`src/rtl/mac_acc_q8_if.sv`:
```
// Beat/result bundle for the int8 MAC accumulator front end.
// Handshake: a transfer happens on a rising clk edge where valid && ready; the
// source holds its payload stable while valid is high and ready is low.
interface mac_acc_q8_if #(
  parameter int DATA_W = 8,
  parameter int ACC_W  = 32,
  parameter int CNT_W  = 16
);
  logic              in_valid;
  logic              in_ready;
  logic [DATA_W-1:0] in_act;
  logic [DATA_W-1:0] in_wgt;
  logic              in_last;
  logic [DATA_W-1:0] zp_in;
  logic [ACC_W-1:0]  bias;
  logic              out_valid;
  logic              out_ready;
  logic [ACC_W-1:0]  out_acc;
  logic [CNT_W-1:0]  out_len;
  logic              out_ovf;

  modport master (
    output in_valid, in_act, in_wgt, in_last, zp_in, bias, out_ready,
    input  in_ready, out_valid, out_acc, out_len, out_ovf
  );

  modport slave (
    input  in_valid, in_act, in_wgt, in_last, zp_in, bias, out_ready,
    output in_ready, out_valid, out_acc, out_len, out_ovf
  );
endinterface

```
`src/rtl/mac_acc_q8.sv`:
```
// Int8 multiply-accumulate front end producing signed int32 accumulator words.
// Define MAC_ACC_SAT_EN to clamp the accumulator on overflow instead of wrapping.
module mac_acc_q8 #(
  parameter int DATA_W = 8,
  parameter int ACC_W  = 32,
  parameter int CNT_W  = 16
) (
  input  logic          clk,
  input  logic          rst_n,
  mac_acc_q8_if.slave   bus,
  output logic          dbg_state
);

  localparam int PW = 2 * DATA_W + 1;

  typedef enum logic {
    S_FIRST = 1'b0,
    S_ACCUM = 1'b1
  } state_t;

  localparam logic [ACC_W-1:0] ACC_MAX = {1'b0, {(ACC_W-1){1'b1}}};
  localparam logic [ACC_W-1:0] ACC_MIN = {1'b1, {(ACC_W-1){1'b0}}};

  state_t            state;
  logic [ACC_W-1:0]  acc;
  logic [CNT_W-1:0]  cnt;
  logic              ovf;

  logic              out_valid_q;
  logic [ACC_W-1:0]  out_acc_q;
  logic [CNT_W-1:0]  out_len_q;
  logic              out_ovf_q;

  logic              first;
  logic              in_ready_c;
  logic              accept;
  logic [DATA_W:0]   diff;
  logic signed [PW-1:0] diff_x;
  logic signed [PW-1:0] wgt_x;
  logic signed [PW-1:0] prod;
  logic [ACC_W:0]    prod_x;
  logic [ACC_W:0]    base_x;
  logic [ACC_W:0]    sum;
  logic              ovf_step;
  logic [ACC_W-1:0]  acc_next;
  logic [CNT_W-1:0]  cnt_next;
  logic              ovf_next;

  assign first      = (state == S_FIRST);
  // Ready depends only on the output register and out_ready, never on in_valid.
  assign in_ready_c = !out_valid_q || bus.out_ready;
  assign accept     = bus.in_valid && in_ready_c;

  assign diff   = {bus.in_act[DATA_W-1], bus.in_act} - {bus.zp_in[DATA_W-1], bus.zp_in};
  assign diff_x = {{(PW-DATA_W-1){diff[DATA_W]}}, diff};
  assign wgt_x  = {{(PW-DATA_W){bus.in_wgt[DATA_W-1]}}, bus.in_wgt};
  assign prod   = diff_x * wgt_x;
  assign prod_x = {{(ACC_W+1-PW){prod[PW-1]}}, prod};

  assign base_x   = first ? {bus.bias[ACC_W-1], bus.bias} : {acc[ACC_W-1], acc};
  assign sum      = base_x + prod_x;
  // One guard bit is enough: both addends fit in ACC_W bits.
  assign ovf_step = sum[ACC_W] ^ sum[ACC_W-1];
  assign ovf_next = (first ? 1'b0 : ovf) | ovf_step;
  assign cnt_next = first ? CNT_W'(1) : cnt + CNT_W'(1);

`ifdef MAC_ACC_SAT_EN
  assign acc_next = ovf_step ? (sum[ACC_W] ? ACC_MIN : ACC_MAX) : sum[ACC_W-1:0];
`else
  assign acc_next = sum[ACC_W-1:0];
`endif

  always_ff @(posedge clk or negedge rst_n) begin
    if (!rst_n) begin
      state       <= S_FIRST;
      acc         <= '0;
      cnt         <= '0;
      ovf         <= 1'b0;
      out_valid_q <= 1'b0;
      out_acc_q   <= '0;
      out_len_q   <= '0;
      out_ovf_q   <= 1'b0;
    end else begin
      if (out_valid_q && bus.out_ready) begin
        out_valid_q <= 1'b0;
      end
      if (accept) begin
        if (bus.in_last) begin
          // A result loaded here overrides the clear above: back-to-back results.
          out_acc_q   <= acc_next;
          out_len_q   <= cnt_next;
          out_ovf_q   <= ovf_next;
          out_valid_q <= 1'b1;
          state       <= S_FIRST;
          acc         <= '0;
          cnt         <= '0;
          ovf         <= 1'b0;
        end else begin
          state <= S_ACCUM;
          acc   <= acc_next;
          cnt   <= cnt_next;
          ovf   <= ovf_next;
        end
      end
    end
  end

  assign bus.in_ready  = in_ready_c;
  assign bus.out_valid = out_valid_q;
  assign bus.out_acc   = out_acc_q;
  assign bus.out_len   = out_len_q;
  assign bus.out_ovf   = out_ovf_q;
  assign dbg_state     = state;

endmodule

```
`src/flat_wrapper.sv`:
```
// flat-port wrapper written by rule: the top's interface ports become plain ports
module mac_acc_q8_flat 
#(
  parameter int DATA_W = 8,
  parameter int ACC_W  = 32,
  parameter int CNT_W  = 16
)
  (clk, rst_n, dbg_state, bus_in_valid, bus_in_act, bus_in_wgt, bus_in_last, bus_zp_in, bus_bias, bus_out_ready, bus_in_ready, bus_out_valid, bus_out_acc, bus_out_len, bus_out_ovf);
  mac_acc_q8_if #(.DATA_W(DATA_W), .ACC_W(ACC_W), .CNT_W(CNT_W)) bus_i ();
  input  logic clk;
  input  logic rst_n;
  output logic dbg_state;
  input wire logic [$bits(bus_i.in_valid)-1:0] bus_in_valid;
  input wire logic [$bits(bus_i.in_act)-1:0] bus_in_act;
  input wire logic [$bits(bus_i.in_wgt)-1:0] bus_in_wgt;
  input wire logic [$bits(bus_i.in_last)-1:0] bus_in_last;
  input wire logic [$bits(bus_i.zp_in)-1:0] bus_zp_in;
  input wire logic [$bits(bus_i.bias)-1:0] bus_bias;
  input wire logic [$bits(bus_i.out_ready)-1:0] bus_out_ready;
  output wire logic [$bits(bus_i.in_ready)-1:0] bus_in_ready;
  output wire logic [$bits(bus_i.out_valid)-1:0] bus_out_valid;
  output wire logic [$bits(bus_i.out_acc)-1:0] bus_out_acc;
  output wire logic [$bits(bus_i.out_len)-1:0] bus_out_len;
  output wire logic [$bits(bus_i.out_ovf)-1:0] bus_out_ovf;
  assign bus_i.in_valid = bus_in_valid;
  assign bus_i.in_act = bus_in_act;
  assign bus_i.in_wgt = bus_in_wgt;
  assign bus_i.in_last = bus_in_last;
  assign bus_i.zp_in = bus_zp_in;
  assign bus_i.bias = bus_bias;
  assign bus_i.out_ready = bus_out_ready;
  assign bus_in_ready = bus_i.in_ready;
  assign bus_out_valid = bus_i.out_valid;
  assign bus_out_acc = bus_i.out_acc;
  assign bus_out_len = bus_i.out_len;
  assign bus_out_ovf = bus_i.out_ovf;
  mac_acc_q8 #(.DATA_W(DATA_W), .ACC_W(ACC_W), .CNT_W(CNT_W)) u_core (.clk(clk), .rst_n(rst_n), .bus(bus_i), .dbg_state(dbg_state));
endmodule
```
`config.mk`:
```
export PLATFORM = sky130hd
export DESIGN_NAME = mac_acc_q8_flat
export DESIGN_NICKNAME = d
export VERILOG_FILES = /design/src/rtl/mac_acc_q8_if.sv /design/src/rtl/mac_acc_q8.sv /design/src/flat_wrapper.sv
export SDC_FILE = /design/constraint.sdc
export NUM_CORES = 1
export LEC_CHECK = 0
export BUFFER_PORTS_ARGS = -buffer_cell sky130_fd_sc_hd__buf_2
export CAP_MARGIN = 10
export CORE_ASPECT_RATIO = 1.75
export CORE_MARGIN = 2
export CORE_UTILIZATION = 26
export DETAILED_ROUTE_END_ITERATION = 10
export SETUP_SLACK_MARGIN = 0.4
export SLEW_MARGIN = 40
export SYNTH_ARGS = -nofsm -noshare
export SYNTH_HDL_FRONTEND = slang
export SYNTH_SLANG_ARGS = --single-unit
```
`constraint.sdc`:
```
create_clock -name clk -period 10.05 [get_ports clk]
set_input_delay 0.5025 -clock clk [delete_from_list [all_inputs] [get_ports clk]]
set_output_delay 0.5025 -clock clk [all_outputs]
set_load 0.01 [all_outputs]
```
---- After elaboration in Yosys (flattened, before gate mapping) ----
Index checks and enable logic that the tools add are counted.
operators by class
  add/subtract/negate cells ............... 3
  $mul .................................... 1
  bitwise gates (word level) .............. 2
  multiplexer cells ....................... 10
  reductions and logical operators ........ 5
operators by type and width
  kind                   number
  $add 33x33->33         1
  $mux 33                1
  $mux 16                2
  $mux 32                1
  $mul 9x8->17           1
  $add 16x1->16 const B  1
  $sub 8x8->9            1
  $mux 1                 6
  $logic_and 1x1->1      2
  $reduce_and 2->1       1
  $logic_not 1->1        1
  $logic_or 1x1->1       1
  $or 1x1->1             1
  $xor 1x1->1            1
storage, ports and cells
  bits of input ports ..................... 61
  output and inout port bits .............. 52
  word-level logic and storage cells ...... 29
  bits in registers ....................... 100

---- Depth between registers and ports, before layout ----
Gate-level depths: netlist (run 1).
  depth after elaboration ................. 6
  mapped depth ............................ 38
  mapped depth without buffers ............ 38

---- Worst setup path before layout (run 1) ----
OpenSTA, ideal clock, no wires.
  kind .................................... input to register
  start ................................... in bus_in_act[0]
  end ..................................... reg u_core.out_acc_q[29], in the netlist u_core.bus.out_acc[29]
  arrival ................................. 8.166 ns
  slack ................................... 1.759 ns
  data required time ...................... 9.925 ns
  stages on the path ...................... 37
  setup time .............................. 0.125 ns
  cells stage by stage .................... inv_1 -> ha_1 -> inv_1 -> fa_1 -> a21o_1 -> a21oi_1 -> o21bai_1 -> a21oi_1 -> nand2b_1 -> nand4b_1 -> o21ai_1 -> nand2_1 -> fa_1 -> inv_1 -> fa_1 -> fa_1 -> inv_1 -> fa_1 -> inv_1 -> ha_1 -> o211ai_1 -> nor2_1 -> o21ai_0 -> or3_4 -> nand2_4 -> inv_2 -> buf_2 -> buf_2 -> ha_1 -> a21oi_1 -> nor2b_1 -> nor2_1 -> a2111o_1 -> o22a_1 -> mux2i_1 -> xor2_1 -> mux2_2
on the way
  cells in the longest elaborated chain, start to end .. 3
ends and longest elaborated chain
  what                  line                source
  from (decl)           flat_wrapper.sv:14  input wire logic [$bits(bus_i.in_act)-1:0] bus_in_act;
  $sub 8x8->9           mac_acc_q8.sv:54    assign diff = {bus.in_act[DATA_W-1], bus.in_act} - {bus.zp_in[DATA_W-1], bus.zp_in};
  $mul 9x8->17          mac_acc_q8.sv:57    assign prod = diff_x * wgt_x;
  $add 33x33->33        mac_acc_q8.sv:61    assign sum = base_x + prod_x;
  to (signal assigned)  mac_acc_q8.sv:90    out_acc_q <= acc_next;
  to (decl)             mac_acc_q8.sv:30    logic [ACC_W-1:0] out_acc_q;
No other way between the ends.
A chain may end at the register's enable or synchronous reset.

---- Worst setup path in the final report (run 1) ----
Same ends and word-level chain as after synthesis.

==> report_table.html, run 1 <==
<table>
<tr><th>Metric</th><th>Value</th></tr>
<tr><th colspan="2">Route</th></tr>
<tr><td>Number of iterations in the first detailed-routing pass</td><td>4</td></tr>
<tr><td>Drt drc</td><td>0</td></tr>
<tr><td>Met2 WL post-DR</td><td>12600 µm</td></tr>
<tr><td>Overall via count from detail_route</td><td>7104</td></tr>
<tr><td>Mean routed wirelength per cell</td><td>14.8 µm</td></tr>
<tr><td>Amount of wire on met3 after detailed routing</td><td>654 µm</td></tr>
<tr><td>Mean number of vias per cell</td><td>4.57</td></tr>
<tr><td>Wl on met1</td><td>9200 µm</td></tr>
<tr><td>Post-DRT Antenna Nets</td><td>0</td></tr>
<tr><td>Top routing layer in use</td><td>met4</td></tr>
<tr><td>Initial DRC count</td><td>286</td></tr>
<tr><td>Final wirelength</td><td>23000 µm</td></tr>
<tr><th colspan="2">Critical path</th></tr>
<tr><td>Critical R2R Launch</td><td>u_core.dbg_state</td></tr>
<tr><td>Worst R2R End</td><td>u_core.bus.out_acc[26]</td></tr>
<tr><td>Crit Path Max Fanout</td><td>31</td></tr>
<tr><td>Arrival time of data at the critical path endpoint</td><td>8.85 ns</td></tr>
<tr><td>Reg2reg path depth</td><td>14</td></tr>
<tr><td>Worst-path cell with the longest stage delay</td><td>sky130_fd_sc_hd__fa_1</td></tr>
<tr><td>Slack of the worst reg-to-reg path</td><td>5.84 ns</td></tr>
<tr><td>Critical Path End Type</td><td>flip-flop</td></tr>
<tr><td>CP peak stage delay</td><td>0.57 ns</td></tr>
<tr><td>Kind of critical path</td><td>primary input to flip-flop</td></tr>
<tr><td>Critical Path Start Type</td><td>primary input</td></tr>
<tr><td>Crit path launch</td><td>bus_in_act[0]</td></tr>
<tr><td>CP Data Required Time</td><td>10.29 ns</td></tr>
<tr><th colspan="2">Floorplan</th></tr>
<tr><td>Row cnt</td><td>89</td></tr>
<tr><td>Core Box Area</td><td>33700 µm²</td></tr>
<tr><td>I/O pin cnt</td><td>113</td></tr>
<tr><td>Total die area</td><td>35900 µm²</td></tr>
<tr><td>Initial core utilization</td><td>26.5%</td></tr>
<tr><td>Die Span Y</td><td>249 µm</td></tr>
<tr><td>X dimension of the die</td><td>144 µm</td></tr>
<tr><th colspan="2">Synthesis</th></tr>
<tr><td>Most area-hungry cell type in the Yosys netlist</td><td>sky130_fd_sc_hd__dfrtp_1</td></tr>
<tr><td>Cell types with the largest area share after synthesis</td><td>sky130_fd_sc_hd__dfrtp_1 (28%), sky130_fd_sc_hd__fa_1 (14%), sky130_fd_sc_hd__ha_1 (8.7%), sky130_fd_sc_hd__nand2_1 (7.1%), sky130_fd_sc_hd__xnor2_1 (5.0%)</td></tr>
<tr><td>Share of the synthesized area in the top cell type</td><td>28.0%</td></tr>
<tr><td>Distinct cell type count after synthesis</td><td>65</td></tr>
<tr><td>Net count after synthesis</td><td>1182</td></tr>
<tr><td>Share of synthesized registers carrying an async set or reset</td><td>100%</td></tr>
<tr><td>Synthesized instance count</td><td>996</td></tr>
<tr><td>Combined area of all synthesized cells</td><td>8930 µm²</td></tr>
<tr><td>Sequential element share of the synthesized area</td><td>28.0%</td></tr>
<tr><td>Yosys warns</td><td>0</td></tr>
<tr><td>Most common flop cell mapped by yosys</td><td>sky130_fd_sc_hd__dfrtp_1</td></tr>
<tr><td>Register bit count reported by yosys</td><td>100</td></tr>
<tr><td>Post-synth EDFFs</td><td>0</td></tr>
<tr><td>Synthesized area per cell</td><td>8.97 µm²</td></tr>
<tr><th colspan="2">Placed design</th></tr>
<tr><td>Port Buffers</td><td>112</td></tr>
<tr><td>Post-DP HPWL</td><td>18700 µm</td></tr>
<tr><td>Final estimated routing congestion in global placement</td><td>0.845</td></tr>
<tr><th colspan="2">GRT</th></tr>
<tr><td>Total overflow reported by the global router</td><td>0</td></tr>
<tr><td>Global-route usage over all layers</td><td>13.2%</td></tr>
<tr><td>First-pass GRT wire length</td><td>37500 µm</td></tr>
<tr><td>Via count of the first global-routing pass</td><td>7456</td></tr>
<tr><td>Largest net degree at the start of global routing</td><td>58</td></tr>
<tr><td>Antenna violations before repair</td><td>0</td></tr>
<tr><th colspan="2">CTS</th></tr>
<tr><td>Total CTS buffers</td><td>9</td></tr>
<tr><td>Number of buffers on the longest clock path</td><td>2</td></tr>
<tr><td>Number of setup buffers added after CTS</td><td>0</td></tr>
<tr><td>CTS tree</td><td>yes</td></tr>
<tr><td>Clock-pin slew of the registers on the worst-case setup and hold paths</td><td>0.07 ns</td></tr>
<tr><td>Deepest level of the CTS H-tree</td><td>3</td></tr>
<tr><td>Cell chosen for the clock root</td><td>sky130_fd_sc_hd__clkbuf_16</td></tr>
<tr><td>Sinks on Clock Net</td><td>100</td></tr>
<tr><td>Worst-skew pair later-pin latency</td><td>0.36 ns</td></tr>
<tr><th colspan="2">STA</th></tr>
<tr><td>Least-Margin Pin Slew</td><td>0.714 ns</td></tr>
<tr><td>Accumulated negative setup slack</td><td>0 ns</td></tr>
<tr><td>Post-route clock period utilization</td><td>85.6%</td></tr>
<tr><td>Total count of hold-check failures in the final report</td><td>0</td></tr>
<tr><td>Slew Limit Fails</td><td>0</td></tr>
<tr><td>RSZ-0062 raised after global routing</td><td>false</td></tr>
<tr><td>Setup violations, final</td><td>0</td></tr>
<tr><td>Max Clk Rate</td><td>116 MHz</td></tr>
<tr><td>Max_slew headroom</td><td>52.0%</td></tr>
<tr><td>Min Clock Period, post-route</td><td>8.61 ns</td></tr>
<tr><td>Setup Skew</td><td>0.0130 ns</td></tr>
<tr><th colspan="2">Final layout</th></tr>
<tr><td>Share of cells above drive strength 1</td><td>15.8%</td></tr>
<tr><td>Synthesis-to-finish area growth</td><td>15.1%</td></tr>
<tr><td>Nets</td><td>1279</td></tr>
<tr><td>Antenna diode count</td><td>0</td></tr>
<tr><th colspan="2">Hold path</th></tr>
<tr><td>Worst hold path type</td><td>primary input to async pin</td></tr>
<tr><th colspan="2">Status</th></tr>
<tr><td>Status</td><td>complete, no violations</td></tr>
<tr><th colspan="2">Flow run</th></tr>
<tr><td>Max-cap violation count</td><td>0</td></tr>
</table>
[Yosys cell counts, drive strengths merged (3+ instances only)]
| master | n |
|---|---|
| mux2i | 13 |
| fa | 63 |
| nor2b | 13 |
| dfrtp | 100 |
| xor2 | 19 |
| o31ai | 11 |
| nand2b | 6 |
| clkbuf | 23 |
| nand4 | 5 |
| o21bai | 8 |
| nor3 | 9 |
| o22a | 3 |
| a21o | 12 |
| buf | 9 |
| o31a | 3 |
| nand2 | 170 |
| o21a | 7 |
| a22o | 27 |
| or3 | 3 |
| ha | 62 |
| a211oi | 4 |
| nand3 | 14 |
| and2 | 38 |
| and3 | 7 |
| o21ai | 63 |
| nor2 | 38 |
| a31oi | 5 |
| a21oi | 40 |
| a31o | 3 |
| inv | 109 |
| mux2 | 29 |
| xnor2 | 51 |
[routing by layer]
layer	up-vias	global-route usage (%)
met5	-	0
li1	3523	-
met4	0	5.07
met1	3407	14.8
met3	33	1.40
met2	141	24.9
[cell usage in the layout (no fill, tap or decap), types with 6 or more instances in the layout]
cell type	n
sky130_fd_sc_hd__nor3_1	9
sky130_fd_sc_hd__o21ai_1	12
sky130_fd_sc_hd__nor2_1	37
sky130_fd_sc_hd__nor2b_1	13
sky130_fd_sc_hd__nand2b_1	6
sky130_fd_sc_hd__and3_1	7
sky130_fd_sc_hd__dfrtp_1	99
sky130_fd_sc_hd__a21oi_1	40
sky130_fd_sc_hd__a22o_1	27
sky130_fd_sc_hd__inv_1	108
sky130_fd_sc_hd__xor2_1	19
sky130_fd_sc_hd__buf_2	111
sky130_fd_sc_hd__o21bai_1	8
sky130_fd_sc_hd__o21ai_0	50
sky130_fd_sc_hd__clkbuf_16	9
sky130_fd_sc_hd__ha_1	62
sky130_fd_sc_hd__xnor2_1	51
sky130_fd_sc_hd__and2_1	38
sky130_fd_sc_hd__a21o_1	12
sky130_fd_sc_hd__mux2i_1	13
sky130_fd_sc_hd__o21a_1	7
sky130_fd_sc_hd__buf_4	6
sky130_fd_sc_hd__mux2_2	28
sky130_fd_sc_hd__nand3_1	14
sky130_fd_sc_hd__fa_1	63
sky130_fd_sc_hd__nand2_1	169
sky130_fd_sc_hd__o31ai_1	11
[state kept, by name (all words and copies together), names as in the netlist]
| register | cells |
|---|---|
| u_core.bus.out_len | 16 |
| u_core.bus.out_valid | 1 |
| u_core.cnt | 16 |
| u_core.dbg_state | 1 |
| u_core.ovf | 1 |
| u_core.acc | 32 |
| u_core.bus.out_ovf | 1 |
| u_core.bus.out_acc | 32 |
[through the flow]
stage	instance area (µm²)	setup slack (ns)	hold slack, ns	instances	util [%]
3_3_place_gp	9990	1.09	0.449	1537	29.6
4_1_cts	10300	1.24	0.234	1553	30.4
3_5_place_dp	9990	0.864	0.455	1537	29.6
2_1_floorplan	8930	1.76	0.207	996	-
5_1_grt	10300	0.704	0.133	1553	30.5
6_report	10300	1.44	0.0927	1553	30.5
[layout make-up]
cell class | instances | area, µm²
repair buffers | 118 | 612
well taps | 455 | 569
inverters | 110 | 415
flip-flops and latches | 100 | 2500
fillers | 3565 | 23500
clock inverters | 5 | 37.5
clock buffers | 11 | 243
multi-input cells | 754 | 5900
[critical path: cells and delay by family]
kind,cells,cell delay (ns)
xor+xnor,1,0.16
buf+inv,7,0.72
simple gates,8,1.25
mux,2,0.43
fa+ha+maj,8,3.35
compound gates,10,2.40
[cell families after synthesis]
group / after synthesis / synth area share, %
and+or+nand+nor: 312 / 16.0
AOI/OAI and AO/OA: 205 / 15.1
buffers and inverters: 142 / 6.01
adders and majority gates: 125 / 22.8
DFF: 100 / 28.0
xor gates and xnor gates: 70 / 6.86
muxes: 42 / 5.15
[how the worst max path moves through the flow]
stage | to | slack [ns]
6_report | u_core.bus.out_acc[29] | 1.44
5_1_grt | u_core.bus.out_acc[27] | 0.70
4_1_cts | u_core.bus.out_ovf | 1.24
3_5_place_dp | u_core.bus.out_ovf | 0.86
3_3_place_gp | u_core.bus.out_acc[29] | 1.09
2_1_floorplan | u_core.bus.out_acc[29] | 1.76
[what timing repair did]
action	4_1_cts	5_1_grt
hold buffers	0	0
gates resized for setup	0	3
endpoints found under the setup margin	0	2
hold endpoints to repair	0	0
Power of run 1 is left out: the tool's default activity adds up to more than one toggle a clock period on the data nets, which glitch-free logic cannot reach.
==> run 2, diff against run 1 <==
--- a/config.mk
+++ b/config.mk
@@ -9,7 +9,7 @@
 export CAP_MARGIN = 10
 export CORE_ASPECT_RATIO = 1.75
 export CORE_MARGIN = 2
-export CORE_UTILIZATION = 26
+export CORE_UTILIZATION = 30
 export DETAILED_ROUTE_END_ITERATION = 10
 export SETUP_SLACK_MARGIN = 0.4
 export SLEW_MARGIN = 40
==> report_table.html, run 2 (synthesized netlist as in run 1, its figures left out) <==
<table>
<tr><th>Metric</th><th>Value</th></tr>
<tr><th colspan="2">Route</th></tr>
<tr><td>Mean routed wirelength per cell</td><td>15.4 µm</td></tr>
<tr><td>Final wirelength</td><td>22800 µm</td></tr>
<tr><td>Initial DRC count</td><td>266</td></tr>
<tr><td>Overall via count from detail_route</td><td>7195</td></tr>
<tr><td>Drt drc</td><td>0</td></tr>
<tr><td>Mean number of vias per cell</td><td>4.86</td></tr>
<tr><td>Post-DRT Antenna Nets</td><td>0</td></tr>
<tr><td>Number of iterations in the first detailed-routing pass</td><td>4</td></tr>
<tr><th colspan="2">STA</th></tr>
<tr><td>Setup Skew</td><td>0.0147 ns</td></tr>
<tr><td>Worst Setup Slack, final</td><td>1.34 ns</td></tr>
<tr><td>Min Clock Period, post-route</td><td>8.71 ns</td></tr>
<tr><td>Slew Limit Fails</td><td>0</td></tr>
<tr><td>Setup violations, final</td><td>0</td></tr>
<tr><td>Post-route clock period utilization</td><td>86.7%</td></tr>
<tr><td>Total count of hold-check failures in the final report</td><td>0</td></tr>
<tr><td>Max_slew headroom</td><td>52.4%</td></tr>
<tr><td>Least-Margin Pin Slew</td><td>0.714 ns</td></tr>
<tr><td>RSZ-0062 raised after global routing</td><td>false</td></tr>
<tr><td>Max Clk Rate</td><td>115 MHz</td></tr>
<tr><td>Accumulated negative setup slack</td><td>0 ns</td></tr>
<tr><th colspan="2">CTS</th></tr>
<tr><td>Hold bufs inserted after CTS</td><td>0</td></tr>
<tr><td>Number of setup buffers added after CTS</td><td>0</td></tr>
<tr><td>Number of resized instances in the post-cts repair step</td><td>0</td></tr>
<tr><td>Number of buffers on the longest clock path</td><td>2</td></tr>
<tr><td>Clock-pin slew of the registers on the worst-case setup and hold paths</td><td>0.07 ns</td></tr>
<tr><td>Sinks on Clock Net</td><td>100</td></tr>
<tr><td>Worst-skew pair later-pin latency</td><td>0.37 ns</td></tr>
<tr><td>Cell chosen for the clock root</td><td>sky130_fd_sc_hd__clkbuf_16</td></tr>
<tr><td>CTS tree</td><td>yes</td></tr>
<tr><td>Total CTS buffers</td><td>9</td></tr>
<tr><td>Deepest level of the CTS H-tree</td><td>3</td></tr>
<tr><th colspan="2">Critical path</th></tr>
<tr><td>Worst-path cell with the longest stage delay</td><td>sky130_fd_sc_hd__fa_1</td></tr>
<tr><td>Critical Path End Type</td><td>flip-flop</td></tr>
<tr><td>Kind of critical path</td><td>primary input to flip-flop</td></tr>
<tr><td>CP Data Required Time</td><td>10.30 ns</td></tr>
<tr><td>Critical R2R Launch</td><td>u_core.dbg_state</td></tr>
<tr><td>Arrival time of data at the critical path endpoint</td><td>8.96 ns</td></tr>
<tr><td>Critical Path Start Type</td><td>primary input</td></tr>
<tr><td>Crit Path Max Fanout</td><td>17</td></tr>
<tr><td>Crit path launch</td><td>bus_in_act[0]</td></tr>
<tr><td>CP peak stage delay</td><td>0.58 ns</td></tr>
<tr><th colspan="2">Final layout</th></tr>
<tr><td>Fill count</td><td>3096</td></tr>
<tr><td>Synthesis-to-finish area growth</td><td>14.2%</td></tr>
<tr><td>Sequential standard cell area</td><td>2500 µm²</td></tr>
<tr><td>Nets</td><td>1279</td></tr>
<tr><td>Share of cells above drive strength 1</td><td>15.9%</td></tr>
<tr><td>Most common library cell in the layout ignoring fill and taps</td><td>sky130_fd_sc_hd__nand2_1</td></tr>
<tr><td>Multi-input combinational cell area</td><td>5910 µm²</td></tr>
<tr><td>Most frequent cells in the layout</td><td>sky130_fd_sc_hd__nand2_1 (168), sky130_fd_sc_hd__buf_2 (111), sky130_fd_sc_hd__inv_1 (108), sky130_fd_sc_hd__dfrtp_1 (99), sky130_fd_sc_hd__fa_1 (63)</td></tr>
<tr><td>Antenna diode count</td><td>0</td></tr>
<tr><th colspan="2">Floorplan</th></tr>
<tr><td>Total die area</td><td>31200 µm²</td></tr>
<tr><td>X dimension of the die</td><td>134 µm</td></tr>
<tr><td>I/O pin cnt</td><td>113</td></tr>
<tr><td>Row cnt</td><td>83</td></tr>
<tr><td>Initial core utilization</td><td>30.5%</td></tr>
<tr><td>Core Box Area</td><td>29300 µm²</td></tr>
<tr><td>Die Span Y</td><td>232 µm</td></tr>
<tr><th colspan="2">GRT</th></tr>
<tr><td>First-pass GRT wire length</td><td>38100 µm</td></tr>
<tr><td>Total overflow reported by the global router</td><td>0</td></tr>
<tr><td>Antenna violations before repair</td><td>0</td></tr>
<tr><td>Largest net degree at the start of global routing</td><td>76</td></tr>
<tr><td>Global-route usage over all layers</td><td>15.3%</td></tr>
<tr><td>Via count of the first global-routing pass</td><td>7791</td></tr>
<tr><th colspan="2">Hold path</th></tr>
<tr><td>Worst hold path type</td><td>primary input to async pin</td></tr>
<tr><th colspan="2">Placed design</th></tr>
<tr><td>Post-DP HPWL</td><td>18200 µm</td></tr>
<tr><td>Final estimated routing congestion in global placement</td><td>0.892</td></tr>
<tr><td>Port Buffers</td><td>112</td></tr>
<tr><td>Pre-CTS setup slack</td><td>0.978 ns</td></tr>
<tr><th colspan="2">Status</th></tr>
<tr><td>Status</td><td>complete, no violations</td></tr>
<tr><th colspan="2">Flow run</th></tr>
<tr><td>Max-cap violation count</td><td>0</td></tr>
</table>
-- run 2: area by class of cell --
| class | count | share of cell area [%] |
|---|---|---|
| Sequential cell | 100 | 24.5 |
| Timing Repair Buffer | 118 | 6.00 |
| Clock buffer | 10 | 2.24 |
| Multi-Input combinational cell | 754 | 57.9 |
| Clock inverter | 6 | 0.601 |
| Inverter | 110 | 4.05 |
| Tap cell | 382 | 4.68 |
-- run 2: critical path, delay by kind of cell --
kind / cells / cell delay (ns)
AO/OA/AOI/OAI: 12 / 2.50
XOR/XNOR: 1 / 0.22
adder cells (fa/ha/maj): 8 / 3.29
buffers and inverters: 8 / 0.80
AND/OR/NAND/NOR: 8 / 1.61
-- run 2: final timing paths --
| path | end | depth (start not counted) | slack (ns) |
|---|---|---|---|
| setup / recovery | u_core.bus.out_ovf | 37 | 1.34 |
| hold / removal | u_core.bus.out_acc[3] | 1 | 0.03 |
| setup reg to reg | u_core.bus.out_ovf | 13 | 5.64 |
| hold reg to reg | u_core.bus.out_acc[28] | 2 | 0.47 |
| max in group asynchronous | u_core.acc[29] | 2 | 8.98 |
| min in group clk | u_core.bus.out_valid | 3 | 0.44 |
-- run 2: routing by layer --
metal | share of wire [%] | wire length (µm) | track usage (%) | vias to the layer above
li1 | - | - | - | 3525
met1 | 38 | 8680 | 15.9 | 3473
met2 | 56 | 12700 | 30.3 | 148
met3 | 2.6 | 600 | 1.27 | 49
met4 | 3.6 | 811 | 7.37 | 0
met5 | 0 | 0 | 0 | -
-- run 2: metrics by stage --
stage                     util, %  area, µm²  hold slack [ns]  cells
after floorplan                 -       8930            0.207    996
after global placement       33.8       9900            0.431   1464
after detailed placement     33.8       9910            0.440   1464
after CTS                    34.8      10200           0.0313   1480
after global routing         34.8      10200           0.0540   1480
final                        34.8      10200           0.0336   1480
Power of run 2 is left out for the same reason.
